--- config.mk ---
export PLATFORM = sky130hd
export DESIGN_NAME = tinv_bus_arbiter_flat
export DESIGN_NICKNAME = d
export VERILOG_FILES = /design/src/rtl/tinv_bus_arbiter_pkg.sv /design/src/rtl/tinv_bus_arbiter_if.sv /design/src/rtl/tinv_bus_arbiter_rr_pick.sv /design/src/rtl/tinv_bus_arbiter.sv /design/src/flat_wrapper.sv
export SDC_FILE = /design/constraint.sdc
export NUM_CORES = 1
export LEC_CHECK = 0
export CAP_MARGIN = 15
export CORE_ASPECT_RATIO = 0.9
export CORE_MARGIN = 3
export CORE_UTILIZATION = 54
export CTS_CLUSTER_SIZE = 24
export DETAILED_ROUTE_END_ITERATION = 8
export PLACE_DENSITY = 0.79
export SLEW_MARGIN = 20
export SYNTH_ARGS = -nofsm -noshare
export SYNTH_HDL_FRONTEND = slang
export SYNTH_SLANG_ARGS = --single-unit
--- constraint.sdc ---
create_clock -name CLK -period 4.1 [get_ports CLK]
set_clock_uncertainty 0.2 [all_clocks]
set_input_delay 0.82 -clock CLK [delete_from_list [all_inputs] [get_ports CLK]]
set_output_delay 0.82 -clock CLK [all_outputs]
set_load 0.02 [all_outputs]
--- src/rtl/tinv_bus_arbiter_pkg.sv ---
// Shared types and limits for the TINV result-bus arbiter.
package tinv_bus_arbiter_pkg;

  localparam int NREQ_MIN = 2;
  localparam int NREQ_MAX = 8;
  localparam int TURN_MIN = 1;
  localparam int TURN_MAX = 3;
  localparam int HOLD_MIN = 2;
  localparam int HOLD_MAX = 15;

  // Counter widths sized to the upper limits above.
  localparam int HOLD_W = 4;
  localparam int TURN_W = 2;

  typedef enum logic [1:0] {
    ST_IDLE = 2'd0,
    ST_OWN  = 2'd1,
    ST_TURN = 2'd2
  } arb_state_e;

  function automatic int owner_w(input int n);
    return (n <= 2) ? 1 : $clog2(n);
  endfunction

endpackage

--- src/rtl/tinv_bus_arbiter_if.sv ---
// Requester-side bundle: level requests in, one-hot grant and TINV enable pair out.
interface tinv_bus_arbiter_if #(
  parameter int N_REQ = 4
);
  localparam int OW = tinv_bus_arbiter_pkg::owner_w(N_REQ);

  logic [N_REQ-1:0] REQ;
  logic [N_REQ-1:0] GNT;
  logic [N_REQ-1:0] EN;
  logic [N_REQ-1:0] nEN;
  logic [OW-1:0]    OWNER;
  logic             BUS_IDLE;

  modport master (
    input  REQ,
    output GNT, EN, nEN, OWNER, BUS_IDLE
  );

  modport slave (
    output REQ,
    input  GNT, EN, nEN, OWNER, BUS_IDLE
  );
endinterface

--- src/rtl/tinv_bus_arbiter_rr_pick.sv ---
// Combinational round-robin picker: first set request strictly after ptr, wrapping.
module tinv_bus_arbiter_rr_pick
  import tinv_bus_arbiter_pkg::*;
#(
  parameter  int N_REQ = 4,
  localparam int OW    = owner_w(N_REQ)
) (
  input  logic [N_REQ-1:0] req,
  input  logic [OW-1:0]    ptr,
  output logic [N_REQ-1:0] win_oh,
  output logic [OW-1:0]    win_idx,
  output logic             win_vld
);

  logic [OW-1:0] idx;

  // i runs 1..N_REQ so ptr itself is visited last.
  always_comb begin
    win_oh  = '0;
    win_idx = '0;
    win_vld = 1'b0;
    idx     = '0;
    for (int i = 1; i <= N_REQ; i++) begin
      idx = OW'((int'(ptr) + i) % N_REQ);
      if (!win_vld && req[idx]) begin
        win_vld     = 1'b1;
        win_oh[idx] = 1'b1;
        win_idx     = idx;
      end
    end
  end

endmodule

--- src/rtl/tinv_bus_arbiter.sv ---
// Round-robin owner of the shared TINV result bus with enforced dead cycles
// between drivers; EN and nEN come from separate flops so they never overlap.
module tinv_bus_arbiter
  import tinv_bus_arbiter_pkg::*;
#(
  parameter int N_REQ       = 4,
  parameter int TURN_CYCLES = 1,
  parameter int MAX_HOLD    = 8
) (
  input  logic                CLK,
  input  logic                RST,
  tinv_bus_arbiter_if.master  bus
);

  localparam int OW = owner_w(N_REQ);

  if (N_REQ < NREQ_MIN || N_REQ > NREQ_MAX) begin : g_bad_nreq
    $error("tinv_bus_arbiter: N_REQ out of range");
  end
  if (TURN_CYCLES < TURN_MIN || TURN_CYCLES > TURN_MAX) begin : g_bad_turn
    $error("tinv_bus_arbiter: TURN_CYCLES out of range");
  end
  if (MAX_HOLD < HOLD_MIN || MAX_HOLD > HOLD_MAX) begin : g_bad_hold
    $error("tinv_bus_arbiter: MAX_HOLD out of range");
  end

  arb_state_e        state_q, state_d;
  logic [N_REQ-1:0]  gnt_q, gnt_d;
  logic [N_REQ-1:0]  en_q, nen_q;
  logic              idle_q;
  logic [OW-1:0]     owner_q, owner_d;
  logic [HOLD_W-1:0] hold_q, hold_d;
  logic [TURN_W-1:0] turn_q, turn_d;

  logic [N_REQ-1:0]  owner_oh;
  logic              own_req, others_req;
  logic [N_REQ-1:0]  pick_oh;
  logic [OW-1:0]     pick_idx;
  logic              pick_vld;

  // The last owner doubles as the round-robin pointer.
  tinv_bus_arbiter_rr_pick #(.N_REQ(N_REQ)) u_pick (
    .req     (bus.REQ),
    .ptr     (owner_q),
    .win_oh  (pick_oh),
    .win_idx (pick_idx),
    .win_vld (pick_vld)
  );

  assign owner_oh   = N_REQ'(1) << owner_q;
  assign own_req    = bus.REQ[owner_q];
  assign others_req = |(bus.REQ & ~owner_oh);

  always_comb begin
    state_d = state_q;
    gnt_d   = gnt_q;
    owner_d = owner_q;
    hold_d  = hold_q;
    turn_d  = turn_q;
    case (state_q)
      ST_IDLE: begin
        if (pick_vld) begin
          state_d = ST_OWN;
          gnt_d   = pick_oh;
          owner_d = pick_idx;
          hold_d  = HOLD_W'(1);
        end
      end
      ST_OWN: begin
        if (!own_req || (hold_q == HOLD_W'(MAX_HOLD) && others_req)) begin
          state_d = ST_TURN;
          gnt_d   = '0;
          turn_d  = TURN_W'(1);
        end else if (hold_q != HOLD_W'(MAX_HOLD)) begin
          hold_d = hold_q + HOLD_W'(1);
        end
      end
      ST_TURN: begin
        if (turn_q == TURN_W'(TURN_CYCLES)) begin
          if (pick_vld) begin
            state_d = ST_OWN;
            gnt_d   = pick_oh;
            owner_d = pick_idx;
            hold_d  = HOLD_W'(1);
          end else begin
            state_d = ST_IDLE;
          end
        end else begin
          turn_d = turn_q + TURN_W'(1);
        end
      end
      default: begin
        state_d = ST_IDLE;
        gnt_d   = '0;
      end
    endcase
  end

  always_ff @(posedge CLK or posedge RST) begin
    if (RST) begin
      state_q <= ST_IDLE;
      gnt_q   <= '0;
      en_q    <= '0;
      nen_q   <= '1;
      idle_q  <= 1'b1;
      owner_q <= '0;
      hold_q  <= '0;
      turn_q  <= '0;
    end else begin
      state_q <= state_d;
      gnt_q   <= gnt_d;
      en_q    <= gnt_d;
      nen_q   <= ~gnt_d;
      idle_q  <= ~|gnt_d;
      owner_q <= owner_d;
      hold_q  <= hold_d;
      turn_q  <= turn_d;
    end
  end

  assign bus.GNT      = gnt_q;
  assign bus.EN       = en_q;
  assign bus.nEN      = nen_q;
  assign bus.OWNER    = owner_q;
  assign bus.BUS_IDLE = idle_q;

endmodule

--- src/flat_wrapper.sv ---
// flat-port wrapper written by rule: the top's interface ports become plain ports
module tinv_bus_arbiter_flat import tinv_bus_arbiter_pkg::*;
#(
  parameter int N_REQ       = 4,
  parameter int TURN_CYCLES = 1,
  parameter int MAX_HOLD    = 8
)
  (CLK, RST, bus_REQ, bus_GNT, bus_EN, bus_nEN, bus_OWNER, bus_BUS_IDLE);
  tinv_bus_arbiter_if #(.N_REQ(N_REQ)) bus_i ();
  input  logic CLK;
  input  logic RST;
  input wire logic [$bits(bus_i.REQ)-1:0] bus_REQ;
  output wire logic [$bits(bus_i.GNT)-1:0] bus_GNT;
  output wire logic [$bits(bus_i.EN)-1:0] bus_EN;
  output wire logic [$bits(bus_i.nEN)-1:0] bus_nEN;
  output wire logic [$bits(bus_i.OWNER)-1:0] bus_OWNER;
  output wire logic [$bits(bus_i.BUS_IDLE)-1:0] bus_BUS_IDLE;
  assign bus_i.REQ = bus_REQ;
  assign bus_GNT = bus_i.GNT;
  assign bus_EN = bus_i.EN;
  assign bus_nEN = bus_i.nEN;
  assign bus_OWNER = bus_i.OWNER;
  assign bus_BUS_IDLE = bus_i.BUS_IDLE;
  tinv_bus_arbiter #(.N_REQ(N_REQ), .TURN_CYCLES(TURN_CYCLES), .MAX_HOLD(MAX_HOLD)) u_core (.CLK(CLK), .RST(RST), .bus(bus_i));
endmodule
# Word-level counts from Yosys, hierarchy flattened
# Index checks and enable logic that the tools add are counted.
# op_classes
addsub	6
reduce_logical	24
muxes	50
magnitude_cmp	9
eq_ne	11
shifts	1
n_bitwise	6
# ops
cell	n
4-bit 2-to-1 mux	11
4-bit case mux with 3 select lines	2
2-bit 2-to-1 mux	11
2-bit by 3-bit < comparator with 1-bit output, second input constant	5
1-bit 2-to-1 mux	14
4-bit bitwise OR	3
1-bit binary-select mux with 2-bit select	5
1-bit demux with 2-bit select	4
2-bit by 1-bit >= comparator with 1-bit output, second input constant	4
1-bit logical AND	8
2-bit by 1-bit != test with 1-bit output, second input constant	4
4-bit NOT	2
2-bit case mux with 2 select lines	2
4-bit OR reduction	2
2-bit by 1-bit adder with 2-bit output, second input constant	3
2-bit case mux with 3 select lines	1
3-bit AND reduction	2
1-bit zero test	5
2-bit adder, second input constant	2
4-bit by 1-bit adder with 4-bit output, second input constant	1
4-bit AND	1
2-bit by 1-bit equality test with 1-bit output, second input constant	2
4-bit equality test, second input constant	1
2-bit != test, second input constant	2
9 further kinds	10
# word_totals
wordCells	114
output_inout_bits	15
ff_bits	19
in_bits	6

# Longest topological paths before layout
# logic_depth
word_depth	18
depth_mapped	11
depth_no_buf	8

# Hierarchy
# From an unflattened synthesis, not the netlist that was laid out.
# hier_totals
cells_unflattened	177
hier_area_um2	1646.6
# modules_own_cells
mod	cells_each	seq_area_each_um2	n_inst	area_each_um2
tinv_bus_arbiter	91	481.7	1	1017.2
tinv_bus_arbiter_rr_pick	86	0.0	1	629.4

# Least setup slack after synthesis
# OpenSTA, ideal clock, no wires.
# synth_path
kind	register to register
from	register u_core.owner_q[1] (netlist: u_core.bus.OWNER[1])
to	register u_core.idle_q (netlist: u_core.bus.BUS_IDLE)
slack_ns	0.853
path_buffers	2
path_stages_with_launch	10
setup_time_ns	0.090
required_time_ns	3.810
arrival_ns	2.957
synth_period_minus_slack_ns	3.247
path_cell_list	dfrtp_1 > clkbuf_1 > inv_1 > ha_1 > buf_2 > mux4_2 > nor4_4 > nand2b_1 > a32o_2 > nor4_2
# synth_between
elab_chain_len	18
word_cells_on_any_way	64
classes_between	4 x add/sub; 8 x order compare; 1 x shift; 30 x mux; 5 x bitwise; 16 x reduce/logical
# synth_lines
element	line_no	source
from (decl)	tinv_bus_arbiter.sv:31	logic [OW-1:0] owner_q, owner_d;
from (signal assigned)	tinv_bus_arbiter.sv:115	owner_q <= owner_d;
parallel branches: the longest is 15 deep, another holds 2-bit by 3-bit < comparator with 1-bit output	n/a	
4-bit case mux with 3 select lines (*)	tinv_bus_arbiter.sv:60	case (state_q)
net u_core.gnt_d[2]	tinv_bus_arbiter.sv:28	logic [N_REQ-1:0] gnt_q, gnt_d;
4-bit OR reduction (*)	tinv_bus_arbiter.sv:114	idle_q <= ~|gnt_d;
1-bit zero test (*)	tinv_bus_arbiter.sv:114	
to (signal assigned)	tinv_bus_arbiter.sv:114	
to (decl)	tinv_bus_arbiter.sv:30	logic idle_q;
# Mark *: on every way through the listed nets, which the timed path passes. The select of a mux whose other input is x is not followed.
# A chain may end at the register's enable or synchronous reset.

# Worst setup path after layout
# Same ends and word-level chain as after synthesis.

==> results.json <==
{
  "ys_async_sr_fraction_pct": 100,
  "num_rows": 17,
  "min_from": "u_core.hold_q[2]",
  "worst_r2r_endpoint": "u_core.bus.BUS_IDLE",
  "antenna_found_initial": 0,
  "final_common_cell": "clkdlybuf4s50_1",
  "final.setup.tns_ps": 0,
  "die_h_um": 55.6,
  "finalPower_mw": 1.39,
  "vias_per_cell": 6.30,
  "grt_first_pass_wirelength_um": 5410,
  "grt_setup_unrepaired": "false",
  "mostFrequentLayoutCells": "clkdlybuf4s50_1 (20), inv_1 (16), ha_1 (15)",
  "routed_wl_um": 3100,
  "grt_max_degree": 20,
  "dpl.hpwl_um": 2340,
  "finalInstanceArea_um2": 1690,
  "yosysWarnings": 0,
  "p_switching_mw": 0.666,
  "reg2reg_slack_ps": 640,
  "clkPwrFrac_pct": 6.9,
  "fmax_mhz": 289,
  "hold_path.class": "flip-flop to flip-flop",
  "die_area_um2": 3400,
  "cp-endpoint": "u_core.bus.BUS_IDLE",
  "cts.sinks": 19,
  "crit_path_end_kind": "flip-flop",
  "finalNetCount": 188,
  "ir_drop_mv": 0.507,
  "cts_resized": 0,
  "met3_usage_pct": 4.87,
  "fillCellCount": 195,
  "drive_gt1_share_pct": 10.8,
  "combPwrFrac_pct": 69.9,
  "clkLatencyLatePin_ps": 300,
  "fp.coreArea_um2": 2530,
  "syn2layout_area_growth_pct": 14.6,
  "setup_viol": 0,
  "syn_area_per_cell_um2": 9.92,
  "path_clk_slew_ps": 110,
  "switching_share_pct": 47.7,
  "syn_area_um2": 1480,
  "portBuffers": 20,
  "via_count": 1223,
  "cts-root-buf": "clkbuf_4",
  "slowest_stage": "mux4_2",
  "worst-setup-path-type": "flip-flop to flip-flop",
  "p_seq_share_pct": 23.2,
  "synth_area_leaders": "dfrtp_1 (24%), ha_1 (13%), dfstp_2 (8.9%)",
  "worstPathMaxFanout": 12,
  "r2r_cells": 7,
  "max_stage_delay_ps": 680,
  "finalCriticalPeriod_ps": 3460,
  "relSlewSlack_pct": 51.6,
  "ff_latch_area_um2": 482,
  "post_drt_wl_per_cell_um": 16.0,
  "place_congestion": 0.941,
  "power_density_nw_per_um2": 824,
  "cts_tree": "yes",
  "worst_pin_slew_ps": 725,
  "p_int_mw": 0.729,
  "startpoint": "u_core.bus.OWNER[1]",
  "drtPass1Iterations": 4,
  "timing.final.crit_share_pct": 84.4,
  "syn_nets": 170,
  "yosysSeqAreaShare_pct": 32.6,
  "route.detailed.drc": 0,
  "fin_hold_ws_ps": 327,
  "dr.first_iter.drc_count": 72,
  "cts_made_buffers": 3,
  "postCtsHoldBufs": 0,
  "final-hold-violation-count": 0,
  "synth_top_area_share_pct": 23.7,
  "gr-usage-met1_pct": 28.0,
  "post_cts_buffers": 0,
  "crit_arrival_ps": 3480,
  "busiest_layer": "met2",
  "postRouteAntennaNets": 0,
  "ys_types": 43,
  "ys.flop_type": "dfrtp_1",
  "overflow": 0,
  "synth_top_area_cell": "dfrtp_1",
  "track_usage_pct": 20.2,
  "htreeDepth": 1,
  "antennaDiodeCount": 0,
  "critPathLaunchType": "flip-flop",
  "worst_ep_required_time_ps": 4120,
  "syn_inst": 149,
  "drv_slew": 0,
  "dpl_cell_area_um2": 1670,
  "grt_pass1_vias": 1203,
  "ys_seq_elements": 19,
  "r2r_start": "u_core.bus.OWNER[1]",
  "start_util_pct": 58.4,
  "pin_count": 21,
  "outcome": "completed",
  "grtUsageMet2_pct": 31.9,
  "clk_path_buf_depth": 2,
  "synth_edf_count": 0,
  "path_cells": "inv_1 > ha_1 > mux4_2 > nor4_4 > nand2b_1 > a32o_1 > nor4_2",
  "die_x_um": 61.1,
  "leakage_nw": 0.725,
  "multiInputGateArea_um2": 881,
  "maxCapViolCount": 0
}
worst min-delay path by stage:
stage / end / slack, ps / cells after the start
after floorplan: u_core.hold_q[2] / 260 / 1
after global placement: u_core.hold_q[2] / 290 / 1
after detailed placement: u_core.hold_q[2] / 300 / 1
after CTS: u_core.hold_q[2] / 320 / 1
after global routing: u_core.hold_q[2] / 330 / 1
final: u_core.hold_q[2] / 330 / 1
kinds of logic (layout without fill, tap and decap cells):
kind of cell / Yosys count / count (layout) / synth area share (%)
AND/OR/NAND/NOR: 40 / 40 / 15.7
adder cells (fa/ha/maj): 15 / 15 / 12.7
AO/OA/AOI/OAI: 38 / 38 / 18.7
flip-flops: 19 / 19 / 32.6
XOR/XNOR: 1 / 1 / 0.593
buffers and inverters: 24 / 41 / 7.79
multiplexers: 12 / 12 / 11.9
registers in the layout, indices dropped and copies added, names as in the netlist:
register / count
u_core.bus.BUS_IDLE: 1
u_core.bus.OWNER: 2
u_core.hold_q: 4
u_core.bus.nEN: 4
u_core.state_q: 2
u_core.bus.GNT: 4
u_core.turn_q: 2
power by group through the flow:
stage               Clock [mW]  Combinational [mW]  Sequential, mW
floorplan                    0               0.714           0.354
global placement             0               0.944           0.320
detailed placement           0               0.966           0.326
CTS                      0.100               0.971           0.322
global route             0.106                1.07           0.332
finish                  0.0961               0.976           0.323
synth_stat cells, types with 2 or more instances:
master	number
inv_1	16
ha_1	15
dfrtp_1	14
nand2_1	9
a21oi_1	8
nor2_1	8
mux2i_1	7
nand2b_1	6
dfstp_2	5
nor2b_1	5
o21ai_0	5
a32o_1	4
buf_4	4
o22ai_1	4
a22oi_1	3
mux4_2	3
nor3_1	3
a221oi_1	2
buf_2	2
o211ai_1	2
o31ai_1	2
critical path: cells and delay by family (launching register included):
kind,cells,cell delay (ps)
flops,1,640
buf+inv,1,180
simple gates,3,880
mux,1,680
fa+ha+maj,1,490
compound gates,1,310
through the flow:
stage                     instances  setup slack (ps)  utilization [%]
after global routing            194               394             66.9
after CTS                       194               637             66.9
after global placement          190               695             65.8
final                           194               638             66.9
after detailed placement        190               605             65.8
after floorplan                 149               853                -
routing by layer:
metal  up-vias  share of wire [%]  routed length [um]
met5         -                  0                   0
met4         0               0.58                  18
met3         4                4.2                 131
met2        35                 49                1520
met1       610                 46                1430
li1        574                  -                   -
final cells by class:
| cell class | count | area share, % |
|---|---|---|
| clock inverters | 1 | 0.296 |
| repair buffers | 21 | 12.3 |
| well taps | 28 | 2.07 |
| flip-flops and latches | 19 | 28.5 |
| multi-input cells | 106 | 52.0 |
| inverters | 16 | 3.55 |
| clock buffers | 3 | 1.33 |
No activity file was read; power rests on OpenSTA's default activity.
